### src/rtl/spi_master_sequencer.sv
`default_nettype none
// ============================================================================
// Module   : spi_master_sequencer
// Brief    : Round-robin arbiter that shares one SPI slave among NUM_REQ
//            requesters, sequencing an address frame, a data frame and an
//            optional MISO read-return phase with timeout.
// Revision : 1.0  initial release
// ============================================================================
module spi_master_sequencer #(
    parameter int NUM_REQ    = 2,
    parameter int GAP_CYCLES = 4,
    parameter int RD_TIMEOUT = 32,
    localparam int IDW       = (NUM_REQ > 1) ? $clog2(NUM_REQ) : 1
) (
    input  logic                   clk,
    input  logic                   rst,
    input  logic [NUM_REQ-1:0]     req,
    input  logic [NUM_REQ-1:0]     req_write,
    input  logic [8*NUM_REQ-1:0]   req_addr,
    input  logic [8*NUM_REQ-1:0]   req_wdata,
    output logic [NUM_REQ-1:0]     gnt,
    output logic                   busy,
    output logic                   done,
    output logic [IDW-1:0]         done_id,
    output logic [7:0]             rdata,
    output logic                   rd_err,
    output logic                   ss_n,
    output logic                   MOSI,
    input  logic                   MISO,
    input  logic                   miso_valid
);

    localparam int CMAX0 = (RD_TIMEOUT > GAP_CYCLES) ? RD_TIMEOUT : GAP_CYCLES;
    localparam int CMAX  = (CMAX0 > 9) ? CMAX0 : 9;
    localparam int CW    = $clog2(CMAX + 1);

    localparam logic [CW-1:0]  c_bit_last = CW'(9);
    localparam logic [CW-1:0]  c_gap_last = CW'(GAP_CYCLES - 1);
    localparam logic [CW-1:0]  c_to_last  = CW'(RD_TIMEOUT - 1);
    localparam logic [CW-1:0]  c_cnt_one  = CW'(1);
    localparam logic [IDW:0]   c_nreq     = (IDW+1)'(NUM_REQ);
    localparam logic [IDW-1:0] c_last_id  = IDW'(NUM_REQ - 1);
    localparam logic [IDW-1:0] c_id_one   = IDW'(1);

    typedef enum logic [3:0] {
        S_IDLE    = 4'd0,
        S_SETUP_A = 4'd1,
        S_SHIFT_A = 4'd2,
        S_GAP     = 4'd3,
        S_SETUP_B = 4'd4,
        S_SHIFT_B = 4'd5,
        S_RD_WAIT = 4'd6,
        S_DONE    = 4'd7,
        S_POST    = 4'd8
    } state_t;

    state_t               state_q, state_d;
    logic [CW-1:0]        cnt_q, cnt_d;
    logic [9:0]           frame_q, frame_d;
    logic                 wr_q, wr_d;
    logic [7:0]           wdata_q, wdata_d;
    logic [IDW-1:0]       id_q, id_d;
    logic [IDW-1:0]       ptr_q, ptr_d;
    logic [NUM_REQ-1:0]   gnt_q, gnt_d;
    logic [2:0]           samp_q, samp_d;
    logic [6:0]           sr_q, sr_d;
    logic [7:0]           rdata_q, rdata_d;
    logic                 rd_err_q, rd_err_d;
    logic [IDW-1:0]       done_id_q, done_id_d;

    logic [2*NUM_REQ-1:0] req_dbl;
    logic [NUM_REQ-1:0]   req_rot;
    logic                 win_found;
    logic [IDW:0]         win_sum;
    logic [IDW-1:0]       win_id;
    logic [IDW-1:0]       ptr_next;

    // Rotate requests so bit 0 is the pointer position; lowest set bit wins.
    always_comb begin
        req_dbl   = {req, req};
        req_rot   = NUM_REQ'(req_dbl >> ptr_q);
        win_found = 1'b0;
        win_sum   = '0;
        for (int k = NUM_REQ - 1; k >= 0; k--) begin
            if (req_rot[k]) begin
                win_found = 1'b1;
                win_sum   = {1'b0, ptr_q} + (IDW+1)'(k);
            end
        end
        win_id   = IDW'((win_sum >= c_nreq) ? (win_sum - c_nreq) : win_sum);
        ptr_next = (win_id == c_last_id) ? '0 : (win_id + c_id_one);
    end

    always_ff @(posedge clk) begin
        if (rst) begin
            state_q   <= S_IDLE;
            cnt_q     <= '0;
            frame_q   <= '0;
            wr_q      <= 1'b0;
            wdata_q   <= '0;
            id_q      <= '0;
            ptr_q     <= '0;
            gnt_q     <= '0;
            samp_q    <= '0;
            sr_q      <= '0;
            rdata_q   <= '0;
            rd_err_q  <= 1'b0;
            done_id_q <= '0;
        end else begin
            state_q   <= state_d;
            cnt_q     <= cnt_d;
            frame_q   <= frame_d;
            wr_q      <= wr_d;
            wdata_q   <= wdata_d;
            id_q      <= id_d;
            ptr_q     <= ptr_d;
            gnt_q     <= gnt_d;
            samp_q    <= samp_d;
            sr_q      <= sr_d;
            rdata_q   <= rdata_d;
            rd_err_q  <= rd_err_d;
            done_id_q <= done_id_d;
        end
    end

    always_comb begin
        state_d   = state_q;
        cnt_d     = cnt_q;
        frame_d   = frame_q;
        wr_d      = wr_q;
        wdata_d   = wdata_q;
        id_d      = id_q;
        ptr_d     = ptr_q;
        gnt_d     = '0;
        samp_d    = samp_q;
        sr_d      = sr_q;
        rdata_d   = rdata_q;
        rd_err_d  = rd_err_q;
        done_id_d = done_id_q;
        ss_n      = 1'b1;
        MOSI      = 1'b0;
        busy      = 1'b1;
        done      = 1'b0;

        case (state_q)
            S_IDLE: begin
                busy = 1'b0;
                if (win_found) begin
                    state_d = S_SETUP_A;
                    gnt_d   = NUM_REQ'(1) << win_id;
                    wr_d    = req_write[win_id];
                    wdata_d = req_wdata[{win_id, 3'b000} +: 8];
                    frame_d = {~req_write[win_id], 1'b0, req_addr[{win_id, 3'b000} +: 8]};
                    id_d    = win_id;
                    ptr_d   = ptr_next;
                end
            end
            S_SETUP_A: begin
                ss_n    = 1'b0;
                state_d = S_SHIFT_A;
                cnt_d   = c_bit_last;
            end
            S_SHIFT_A: begin
                ss_n    = 1'b0;
                MOSI    = frame_q[9];
                frame_d = {frame_q[8:0], 1'b0};
                if (cnt_q == '0) begin
                    state_d = S_GAP;
                    cnt_d   = c_gap_last;
                end else begin
                    cnt_d = cnt_q - c_cnt_one;
                end
            end
            S_GAP: begin
                if (cnt_q == '0) begin
                    state_d = S_SETUP_B;
                    frame_d = {~wr_q, 1'b1, (wr_q ? wdata_q : 8'h00)};
                end else begin
                    cnt_d = cnt_q - c_cnt_one;
                end
            end
            S_SETUP_B: begin
                ss_n    = 1'b0;
                state_d = S_SHIFT_B;
                cnt_d   = c_bit_last;
            end
            S_SHIFT_B: begin
                ss_n    = 1'b0;
                MOSI    = frame_q[9];
                frame_d = {frame_q[8:0], 1'b0};
                if (cnt_q == '0) begin
                    if (wr_q) begin
                        state_d   = S_DONE;
                        rdata_d   = 8'h00;
                        rd_err_d  = 1'b0;
                        done_id_d = id_q;
                    end else begin
                        state_d = S_RD_WAIT;
                        cnt_d   = '0;
                        samp_d  = '0;
                        sr_d    = '0;
                    end
                end else begin
                    cnt_d = cnt_q - c_cnt_one;
                end
            end
            S_RD_WAIT: begin
                ss_n = 1'b0;
                if (miso_valid) begin
                    sr_d   = {sr_q[5:0], MISO};
                    samp_d = samp_q + 3'd1;
                end
                // A final sample arriving on the timeout cycle still counts as success.
                if (miso_valid && (samp_q == 3'd7)) begin
                    state_d   = S_DONE;
                    rdata_d   = {sr_q, MISO};
                    rd_err_d  = 1'b0;
                    done_id_d = id_q;
                end else if (cnt_q == c_to_last) begin
                    state_d   = S_DONE;
                    rdata_d   = 8'h00;
                    rd_err_d  = 1'b1;
                    done_id_d = id_q;
                end else begin
                    cnt_d = cnt_q + c_cnt_one;
                end
            end
            S_DONE: begin
                done    = 1'b1;
                state_d = S_POST;
                cnt_d   = c_gap_last;
            end
            S_POST: begin
                if (cnt_q == '0) begin
                    state_d = S_IDLE;
                end else begin
                    cnt_d = cnt_q - c_cnt_one;
                end
            end
            default: begin
                state_d = S_IDLE;
            end
        endcase
    end

    assign gnt     = gnt_q;
    assign done_id = done_id_q;
    assign rdata   = rdata_q;
    assign rd_err  = rd_err_q;

endmodule
`default_nettype wire

### config.mk
export PLATFORM = sky130hd
export DESIGN_NAME = spi_master_sequencer
export DESIGN_NICKNAME = d
export VERILOG_FILES = /design/src/rtl/spi_master_sequencer.sv
export SDC_FILE = /design/constraint.sdc
export NUM_CORES = 1
export LEC_CHECK = 0
export BUFFER_PORTS_ARGS = -buffer_cell sky130_fd_sc_hd__buf_2
export CAP_MARGIN = 25
export CORE_ASPECT_RATIO = 0.9
export CORE_MARGIN = 5
export CORE_UTILIZATION = 40
export DETAILED_ROUTE_END_ITERATION = 10
export GPL_TIMING_DRIVEN = 0
export PLACE_DENSITY = 0.72
export REMOVE_ABC_BUFFERS = 1
export SLEW_MARGIN = 5
export SYNTH_ARGS = -nofsm -noshare
export SYNTH_HDL_FRONTEND = slang
export SYNTH_SLANG_ARGS = --single-unit
### constraint.sdc
create_clock -name clk -period 2.2 [get_ports clk]
set_input_delay 0.44 -clock clk [delete_from_list [all_inputs] [get_ports clk]]
set_output_delay 0.44 -clock clk [all_outputs]
set_load 0.01 [all_outputs]
==> results.txt, run 1 <==
Pin count of the biggest net entering global routing -> 55
RSZ-0062 raised after global routing -> no
DIE AREA -> 9460 um2
Synth warn -> 0
Post-synth EDFFs -> 0
R2R cell count -> 8
Starting DRT DRC Count -> 314
Worst-path fanout max -> 8
WHS Endpoint -> rdata[0]$_SDFFE_PP0P_
Hpwl dp -> 5.28 mm
Worst hold path type -> in -> reg
Max Cap Viol -> 0
Total core area -> 7470 um2
Layout Area Growth over Synthesis -> 15.5%
GRT overflow -> 0
Clock buffer depth -> 2
Worst-Margin Slew -> 882 ps
Most frequent cell after synthesis -> dfxtp_1
Post-synthesis sequential area ratio -> 34.9%
FF-to-FF Start -> cnt_q[0]$_SDFFE_PP0P_
Async S/R FF share, synth -> 0%
Post-synthesis cell area -> 3040 um2
PD cells -> 1220 nW/um2
Worst path arrival time -> 2350 ps
Final setup viols -> 0
Reg-to-Reg End -> cnt_q[0]$_SDFFE_PP0P_
IO Count -> 56
RePlAce Congestion -> 0.837
# clock sinks -> 53
Fillers -> 712
Synth cell types -> 65
Post-route ant nets -> 0
Final-report hold violation count -> 0
Required @ worst endpoint -> 2420 ps
Critical Path Sink Type -> flop
Die W -> 102 um
CTS tree -> yes
List of most frequent post-synthesis cells -> 53 x dfxtp_1, 49 x nand2_1, 42 x nor2_1
Crit path launch -> cnt_q[0]$_SDFFE_PP0P_
Crit start category -> flop
Min cycle time layout -> 2130 ps
Relative slew slack -> 41.0%
Ranking of synthesized cells by area -> dfxtp_1 35%, nand2_1 6.0%, nor2_1 5.2%
Layout cell share with drive strength beyond 1 -> 25.4%
Initial antenna violation count -> 0
Vias per cell -> 5.77
Min-delay src -> MISO
Fin Hold WS -> 366 ps
DRT Wirelength -> 7.70 mm
Port-buffer cells -> 55
Drt drc -> 0
TritonCTS Buffers -> 5
Hold depth -> 3
Yosys top cell area share -> 34.9%
H-tree depth -> 2
Die span in y -> 92.8 um
Critical path class -> reg -> reg
Clk root buf -> clkbuf_8
Reg clk slew, reported paths -> 100 ps
Post-synthesis register bit count -> 53
Worst reg-to-reg setup slack -> 70 ps
Primary FF master, synth -> dfxtp_1
Diode count -> 0
Starting Density -> 40.8%
FP Rows -> 30
Final net count -> 461
Global Route Usage Sum -> 16.3%
Syn Area/Cell -> 7.97 um2
Worst clock skew -> 10.1 ps
Drt first pass iters -> 5
Wire per inst -> 15.0 um
Total Power -> 4270 uW
Syn Inst Count -> 382
Fin crit share -> 96.6%
Fin. max-slew vios -> 0
Cell taking the most area after synthesis -> dfxtp_1
Clk Latency, worst-skew pair -> 320 ps
First-pass GRT wire length -> 12.6 mm
Status -> finished, final reports clean
Leak Pwr -> 0.00135 uW
Vias in the first global route -> 2684
VDD IR max -> 0.461 mV
Total number of vias -> 2962
Fmax -> 470 MHz
==> state kept, by name, summed over array words and instances (netlist names) <==
name	cells
id_q	1
cnt_q	6
gnt	2
done_id	1
samp_q	3
frame_q	10
sr_q	7
wr_q	1
rd_err	1
ptr_q	1
wdata_q	8
state_q	4
rdata	8
==> metal layers <==
| layer | vias up | track usage (%) | wire [um] |
|---|---|---|---|
| li1 | 1468 | - | - |
| met1 | 1394 | 23.2 | 3520 |
| met2 | 92 | 25.4 | 3670 |
| met3 | 8 | 3.01 | 413 |
| met4 | 0 | 4.15 | 89 |
| met5 | - | 0 | 0 |
==> cells in the final DEF (no fill, tap or decap), drive strengths merged, types with 2 or more instances in the layout <==
master   instances
a2111oi          4
a211o            2
a211oi           8
a21oi           23
a22oi           19
a311o            2
a311oi          16
a31oi            2
and2             3
and3             3
buf             59
clkbuf           5
dfxtp           53
ha               5
inv             12
mux2             8
mux2i            2
nand2           49
nand2b           9
nand3           11
nand3b           2
nor2            43
nor2b            5
nor3            10
nor4             3
o211ai           3
o21a             2
o21ai           19
o31ai            4
o41ai            4
or2              3
xnor2            3
==> final cells by class <==
type	count	area, um2	area share, %
clock buffer	5	68.8	1.96
clock inverter	3	21.3	0.605
inverter	11	41.3	1.17
multi-input combinational	286	1870	53.3
sequential	53	1070	30.5
tap	96	120	3.42
timing repair buffer	59	318	9.04
==> metrics by stage <==
stage / std cells / area [um2] / setup WS (ps) / utilization (%) / setup TNS [ps]
2_1_floorplan: 350 / 2900 / -100 / - / -992
3_3_place_gp: 501 / 3290 / -767 / 44.1 / -19900
3_5_place_dp: 502 / 3300 / -825 / 44.2 / -17530
4_1_cts: 510 / 3440 / 7.51 / 46.1 / 0
5_1_grt: 513 / 3520 / 14.8 / 47.1 / 0
6_report: 513 / 3520 / 73.9 / 47.1 / 0
==> worst max-delay path: stages (launching register included) <==
cell and delay, ps:
dfxtp_1 430, inv_1 140, ha_1 270, nand2b_4 180
o21ai_2 120, a211oi_4 330, buf_4 170, a21oi_1 70
a2111oi_2 310
==> logic make-up after synthesis <==
logic type / count (synthesis) / synth area share (%)
fa+ha+maj: 5 / 2.06
flops: 53 / 34.9
compound gates: 119 / 28.4
buf+inv: 43 / 6.12
mux: 10 / 3.62
xor+xnor: 4 / 1.15
simple gates: 148 / 23.8
==> what timing repair did <==
action                                  4_1_cts  5_1_grt
endpoints found under the setup margin       42       29
setup buffers                                 0        2
resized for setup                            13       11
hold buffers                                  0        0
pin swaps                                     0        1
==> where the power goes <==
group | switching (uW) | total (uW) | internal, uW
clock network | 343 | 570 | 227
logic | 1200 | 2120 | 918
registers | 361 | 1580 | 1220
total | 1900 | 4270 | 2370
==> worst max path at each step <==
stage / to
global placement: sr_q[1]$_SDFFE_PP0P_
CTS: samp_q[2]$_SDFFE_PP0P_
detailed placement: samp_q[2]$_SDFFE_PP0P_
global route: cnt_q[1]$_SDFFE_PP0P_
finish: cnt_q[0]$_SDFFE_PP0P_
floorplan: sr_q[6]$_SDFFE_PP0P_
No activity file was read; power rests on OpenSTA's default activity.
==> inputs of run 2 (changes only) <==
--- a/config.mk
+++ b/config.mk
@@ -9,10 +9,10 @@
 export CAP_MARGIN = 25
 export CORE_ASPECT_RATIO = 0.9
 export CORE_MARGIN = 5
-export CORE_UTILIZATION = 40
+export CORE_UTILIZATION = 46
 export DETAILED_ROUTE_END_ITERATION = 10
 export GPL_TIMING_DRIVEN = 0
-export PLACE_DENSITY = 0.72
+export PLACE_DENSITY = 0.79
 export REMOVE_ABC_BUFFERS = 1
 export SLEW_MARGIN = 5
 export SYNTH_ARGS = -nofsm -noshare
==> run 2 against run 1 <==
Effect of this change: combinational power barely moved; via count rose by 1.5%; sequential share of layout area about the same; clock power rose by 27%; register-to-register slack about the same; clock skew is 4.2 ps lower; critical path depth fell by 1; final area hardly changed; flip-flop and latch count stayed put; wire length is 2.1% higher; largest cell class unchanged.
==> results.txt, run 2 (same netlist as run 1, synthesis figures left out) <==
Pin count of the biggest net entering global routing -> 55
Fin Hold WS -> 379 ps
Die W -> 95.8 um
Max Cap Viol -> 0
Worst-Margin Slew -> 1010 ps
Layout Area Growth over Synthesis -> 15.5%
Worst clock skew -> 5.91 ps
H-tree depth -> 2
Leak Pwr -> 0.00135 uW
Status -> finished, final reports clean
FP Rows -> 28
# clock sinks -> 53
Min cycle time layout -> 2140 ps
Switching share of total power -> 43.7%
Most flops, register -> frame_q
Fin Setup TNS -> 0 ps
FF-to-FF Start -> cnt_q[0]$_SDFFE_PP0P_
Starting Density -> 46.7%
Sequential share of power -> 35.8%
CTS tree -> yes
DIE AREA -> 8350 um2
Global Route Usage Sum -> 19.1%
Required @ worst endpoint -> 2410 ps
Clk Latency, worst-skew pair -> 310 ps
Crit path to -> cnt_q[5]$_SDFFE_PP0P_
Fin crit share -> 97.3%
Reg-to-Reg End -> cnt_q[5]$_SDFFE_PP0P_
Reg clk slew, reported paths -> 100 ps
Worst reg-to-reg setup slack -> 60 ps
Max FFs per register -> 10
Starting DRT DRC Count -> 305
Crit path launch -> cnt_q[0]$_SDFFE_PP0P_
Combinational power share -> 47.9%
GRT overflow -> 0
Wire per inst -> 15.6 um
Die span in y -> 87.2 um
Internal Power -> 2500 uW
Drt drc -> 0
Worst hold path type -> in -> reg
Layout cell share with drive strength beyond 1 -> 25.1%
Most frequent cells in the layout -> 55 x buf_2, 49 x nand2_1, 49 x dfxtp_1
Fmax -> 467 MHz
Fin. max-slew vios -> 0
Crit start category -> flop
Final net count -> 459
Sw power -> 1940 uW
Drt first pass iters -> 4
Initial antenna violation count -> 0
Diode count -> 0
Total number of vias -> 3007
IO Count -> 56
Worst-path fanout max -> 8
VDD IR max -> 0.662 mV
R2R cell count -> 7
Clock Power Share -> 16.4%
Clk root buf -> clkbuf_8
Hpwl dp -> 5.23 mm
TritonCTS Buffers -> 5
Relative slew slack -> 32.9%
Final setup viols -> 0
Worst path arrival time -> 2350 ps
RePlAce Congestion -> 0.881
Vias per cell -> 5.95
Commonest non-fill, non-tap cell in the layout -> buf_2
First-pass GRT wire length -> 12.9 mm
Critical Path Sink Type -> flop
Final-report hold violation count -> 0
Total core area -> 6520 um2
# hold bufs at CTS -> 0
Clock buffer depth -> 2
Post-route ant nets -> 0
PD cells -> 1260 nW/um2
DRT Wirelength -> 7.86 mm
Critical path class -> reg -> reg
Vias in the first global route -> 2758
Port-buffer cells -> 55
run 2: cell count changes in the layout (fill, tap and decap cells not counted), sizes merged:
cell	change
bufinv	+1
clkinvlp	-1
buf	-2
clkbuf	+1
clkinv	-1
run 2: cell type report:
type                            count  area, um2
Fill cell                         618       3000
Clock buffer                        6       82.6
Inverter                           11       41.3
Timing Repair Buffer               57        290
Tap cell                           90        113
Multi-Input combinational cell    286       1870
Clock inverter                      2       41.3
Sequential cell                    53       1070
run 2: critical path, stage by stage (launching register included):
cell and delay [ps]:
dfxtp_1 450, inv_1 140, ha_1 270, nand2b_4 180
o21ai_2 120, a211oi_4 370, nand2_1 150, o41ai_2 370
run 2: timing repair:
item	CTS	global route
setup buffers	0	1
endpoints found under the setup margin	42	26
pin swaps	0	2
resized for setup	13	11
run 2: through the flow:
step | instances | util (%) | instance area, um2 | worst slack [ps] | power [uW]
after floorplan | 350 | - | 2900 | -100 | 2980
after global placement | 495 | 50.4 | 3290 | -740 | 3420
after detailed placement | 496 | 50.6 | 3300 | -834 | 3490
after CTS | 504 | 53.2 | 3470 | 18.1 | 4290
after global routing | 505 | 53.9 | 3510 | -22.9 | 4750
final | 505 | 53.9 | 3510 | 60.3 | 4430
run 2: how the worst min path moves through the flow:
stage          slack (ps)  cells past startpoint                  from                 endpoint
2_1_floorplan         430                      2  sr_q[6]$_SDFFE_PP0P_    rdata[7]$_SDFFE_PP0P_
3_3_place_gp          450                      2     id_q$_SDFFE_PP0P_        id_q$_SDFFE_PP0P_
3_5_place_dp          460                      2     id_q$_SDFFE_PP0P_        id_q$_SDFFE_PP0P_
4_1_cts               380                      3         req_wdata[15]  wdata_q[7]$_SDFFE_PP0P_
5_1_grt               380                      3         req_wdata[12]  wdata_q[4]$_SDFFE_PP0P_
6_report              380                      3          req_wdata[8]  wdata_q[0]$_SDFFE_PP0P_
run 2: metal layers:
layer  global-route usage, %  routed length [um]
met1                    27.4                3600
met2                    28.8                3740
met4                    6.20                 104
met5                       0                   0
met3                    3.54                 424
run 2: power groups by stage:
stage	Sequential [uW]	Combinational [uW]	Clock [uW]
2_1_floorplan	1470	1510	0
3_3_place_gp	1550	1870	0
3_5_place_dp	1570	1920	0
4_1_cts	1560	1990	738
5_1_grt	1630	2320	795
6_report	1590	2120	726
==> inputs of run 3 (changes only) <==
--- a/config.mk
+++ b/config.mk
@@ -6,7 +6,7 @@
 export NUM_CORES = 1
 export LEC_CHECK = 0
 export BUFFER_PORTS_ARGS = -buffer_cell sky130_fd_sc_hd__buf_2
-export CAP_MARGIN = 25
+export CAP_MARGIN = 20
 export CORE_ASPECT_RATIO = 0.9
 export CORE_MARGIN = 5
 export CORE_UTILIZATION = 46
==> constraint.sdc (replaced) <==
create_clock -name clk -period 2.2 [get_ports clk]
set_input_delay 0.11 -clock clk [delete_from_list [all_inputs] [get_ports clk]]
set_output_delay 0.11 -clock clk [all_outputs]
set_load 0.01 [all_outputs]
==> run 3 against run 2 <==
Effect of this change: hold slack lost 330 ps; critical path type unchanged; die area did not move; sequential power about the same; power is 0.30% higher; utilization decreased by 0.077 points; wire length increased by 0.46%.
==> results.txt, run 3 (same netlist as run 1, synthesis figures left out) <==
Status -> finished, final reports clean
Post-route ant nets -> 0
# clock sinks -> 53
Relative slew slack -> 31.1%
Final-report hold violation count -> 0
Die span in y -> 87.2 um
VDD IR max -> 0.663 mV
Wire per inst -> 15.6 um
Clk Latency, worst-skew pair -> 310 ps
FP Rows -> 28
Bufs and invs on worst path -> 1
Commonest non-fill, non-tap cell in the layout -> buf_2
Critical path class -> reg -> reg
Vias in the first global route -> 2758
Worst hold path type -> in -> reg
Min cycle time layout -> 2130 ps
Total core area -> 6520 um2
Delay of the slowest critical-path stage -> 450 ps
Drt first pass iters -> 7
Delay-heaviest family, CP -> compound AO/OA/AOI/OAI gates
Worst clock skew -> 7.11 ps
Leak Pwr -> 0.00135 uW
GRT overflow -> 0
Total Power -> 4450 uW
Clock buffer depth -> 2
Layout cell share with drive strength beyond 1 -> 24.8%
Starting DRT DRC Count -> 301
Area taken by multi-input logic gates -> 1870 um2
First-pass GRT wire length -> 12.9 mm
Critical Path Sink Type -> flop
Crit start category -> flop
Util after Layout -> 53.9%
Most flops, register -> frame_q
Global routing's busiest layer -> met2
Final setup viols -> 0
Area post-placement -> 3300 um2
Hpwl dp -> 5.23 mm
Worst path arrival time -> 2340 ps
Fmax -> 470 MHz
Routing usage on met1 -> 27.4%
Pin count of the biggest net entering global routing -> 55
Required @ worst endpoint -> 2410 ps
IO Count -> 56
RePlAce Congestion -> 0.881
TritonCTS Buffers -> 5
Final net count -> 459
Fin. max-slew vios -> 0
Fin crit share -> 96.8%
Slowest-stage cell, CP -> dfxtp_1
Worst-path fanout max -> 8
PD cells -> 1270 nW/um2
M2 GR Usage -> 28.8%
Max FFs per register -> 10
DIE AREA -> 8350 um2
Port-buffer cells -> 55
Finished Cell Area -> 3510 um2
Drt drc -> 0
Diode count -> 0
H-tree depth -> 2
Total number of vias -> 3031
CTS tree -> yes
Register area -> 1070 um2
Die W -> 95.8 um
DRT Wirelength -> 7.90 mm
Max Cap Viol -> 0
Fin Hold WS -> 47.5 ps
Met3 usage -> 3.54%
Layout Area Growth over Synthesis -> 15.3%
Clk root buf -> clkbuf_8
Reg clk slew, reported paths -> 110 ps
Most frequent cells in the layout -> 55 x buf_2, 49 x nand2_1, 49 x dfxtp_1
Crit-path cells -> inv_1 -> ha_1 -> nand2b_4 -> o21ai_2 -> a211oi_4 -> nand2_1 -> o41ai_2
Vias per cell -> 6.00
Worst-Margin Slew -> 1030 ps
Global Route Usage Sum -> 19.1%
Fillers -> 620
Starting Density -> 46.7%
Initial antenna violation count -> 0
## run 3: cell counts in the layout (fill, tap and decap cells not counted)
Identical to the previous run, type by type.
## run 3: timing repair
action,in CTS,in global routing
gates cloned,0,0
endpoints found under the setup margin,39,24
hold buffers,0,0
pin swaps,0,2
resized for setup,13,9
buffers inserted,0,1
## run 3: per-stage QoR
step / worst slack [ps] / std cells / setup TNS, ps
3_5_place_dp: -834 / 496 / -17090
5_1_grt: -22.2 / 505 / -22.4
6_report: 71.0 / 505 / 0
4_1_cts: 18.1 / 504 / 0
2_1_floorplan: -100 / 350 / -992
3_3_place_gp: -740 / 495 / -15830
## run 3: metal layers
metal | wire length [um] | vias to the layer above | share of wire, %
li1 | - | 1467 | -
met1 | 3590 | 1440 | 45
met2 | 3720 | 110 | 47
met3 | 468 | 14 | 5.9
met4 | 114 | 0 | 1.4
met5 | 0 | - | 0
## run 3: final cells by class
cell class | count | area share, %
clock buffer | 6 | 2.35
clock inverter | 2 | 1.18
inverter | 11 | 1.18
multi-input combinational | 286 | 53.3
sequential | 53 | 30.5
tap | 90 | 3.21
timing repair buffer | 57 | 8.27
## run 3: report_power, final
part | total [uW] | internal, uW | leakage (uW) | switching (uW)
logic | 2120 | 894 | 0.000852 | 1230
clock network | 732 | 379 | 0.0000633 | 353
registers | 1590 | 1220 | 0.000436 | 368
total | 4450 | 2500 | 0.00135 | 1950
## run 3: path summary, 6_finish.rpt
kind              cells past startpoint  slack (ps)                  start                      end
setup / recovery                      7          70  cnt_q[0]$_SDFFE_PP0P_    cnt_q[5]$_SDFFE_PP0P_
hold / removal                        3          50          req_wdata[14]  wdata_q[6]$_SDFFE_PP0P_
setup reg to reg                      7          70  cnt_q[0]$_SDFFE_PP0P_    cnt_q[5]$_SDFFE_PP0P_
hold reg to reg                       2         460      id_q$_SDFFE_PP0P_        id_q$_SDFFE_PP0P_
## run 3: tightest hold or removal path: stages
cell and delay [ps]:
buf_2 100, nand2_1 40, a311oi_1 70
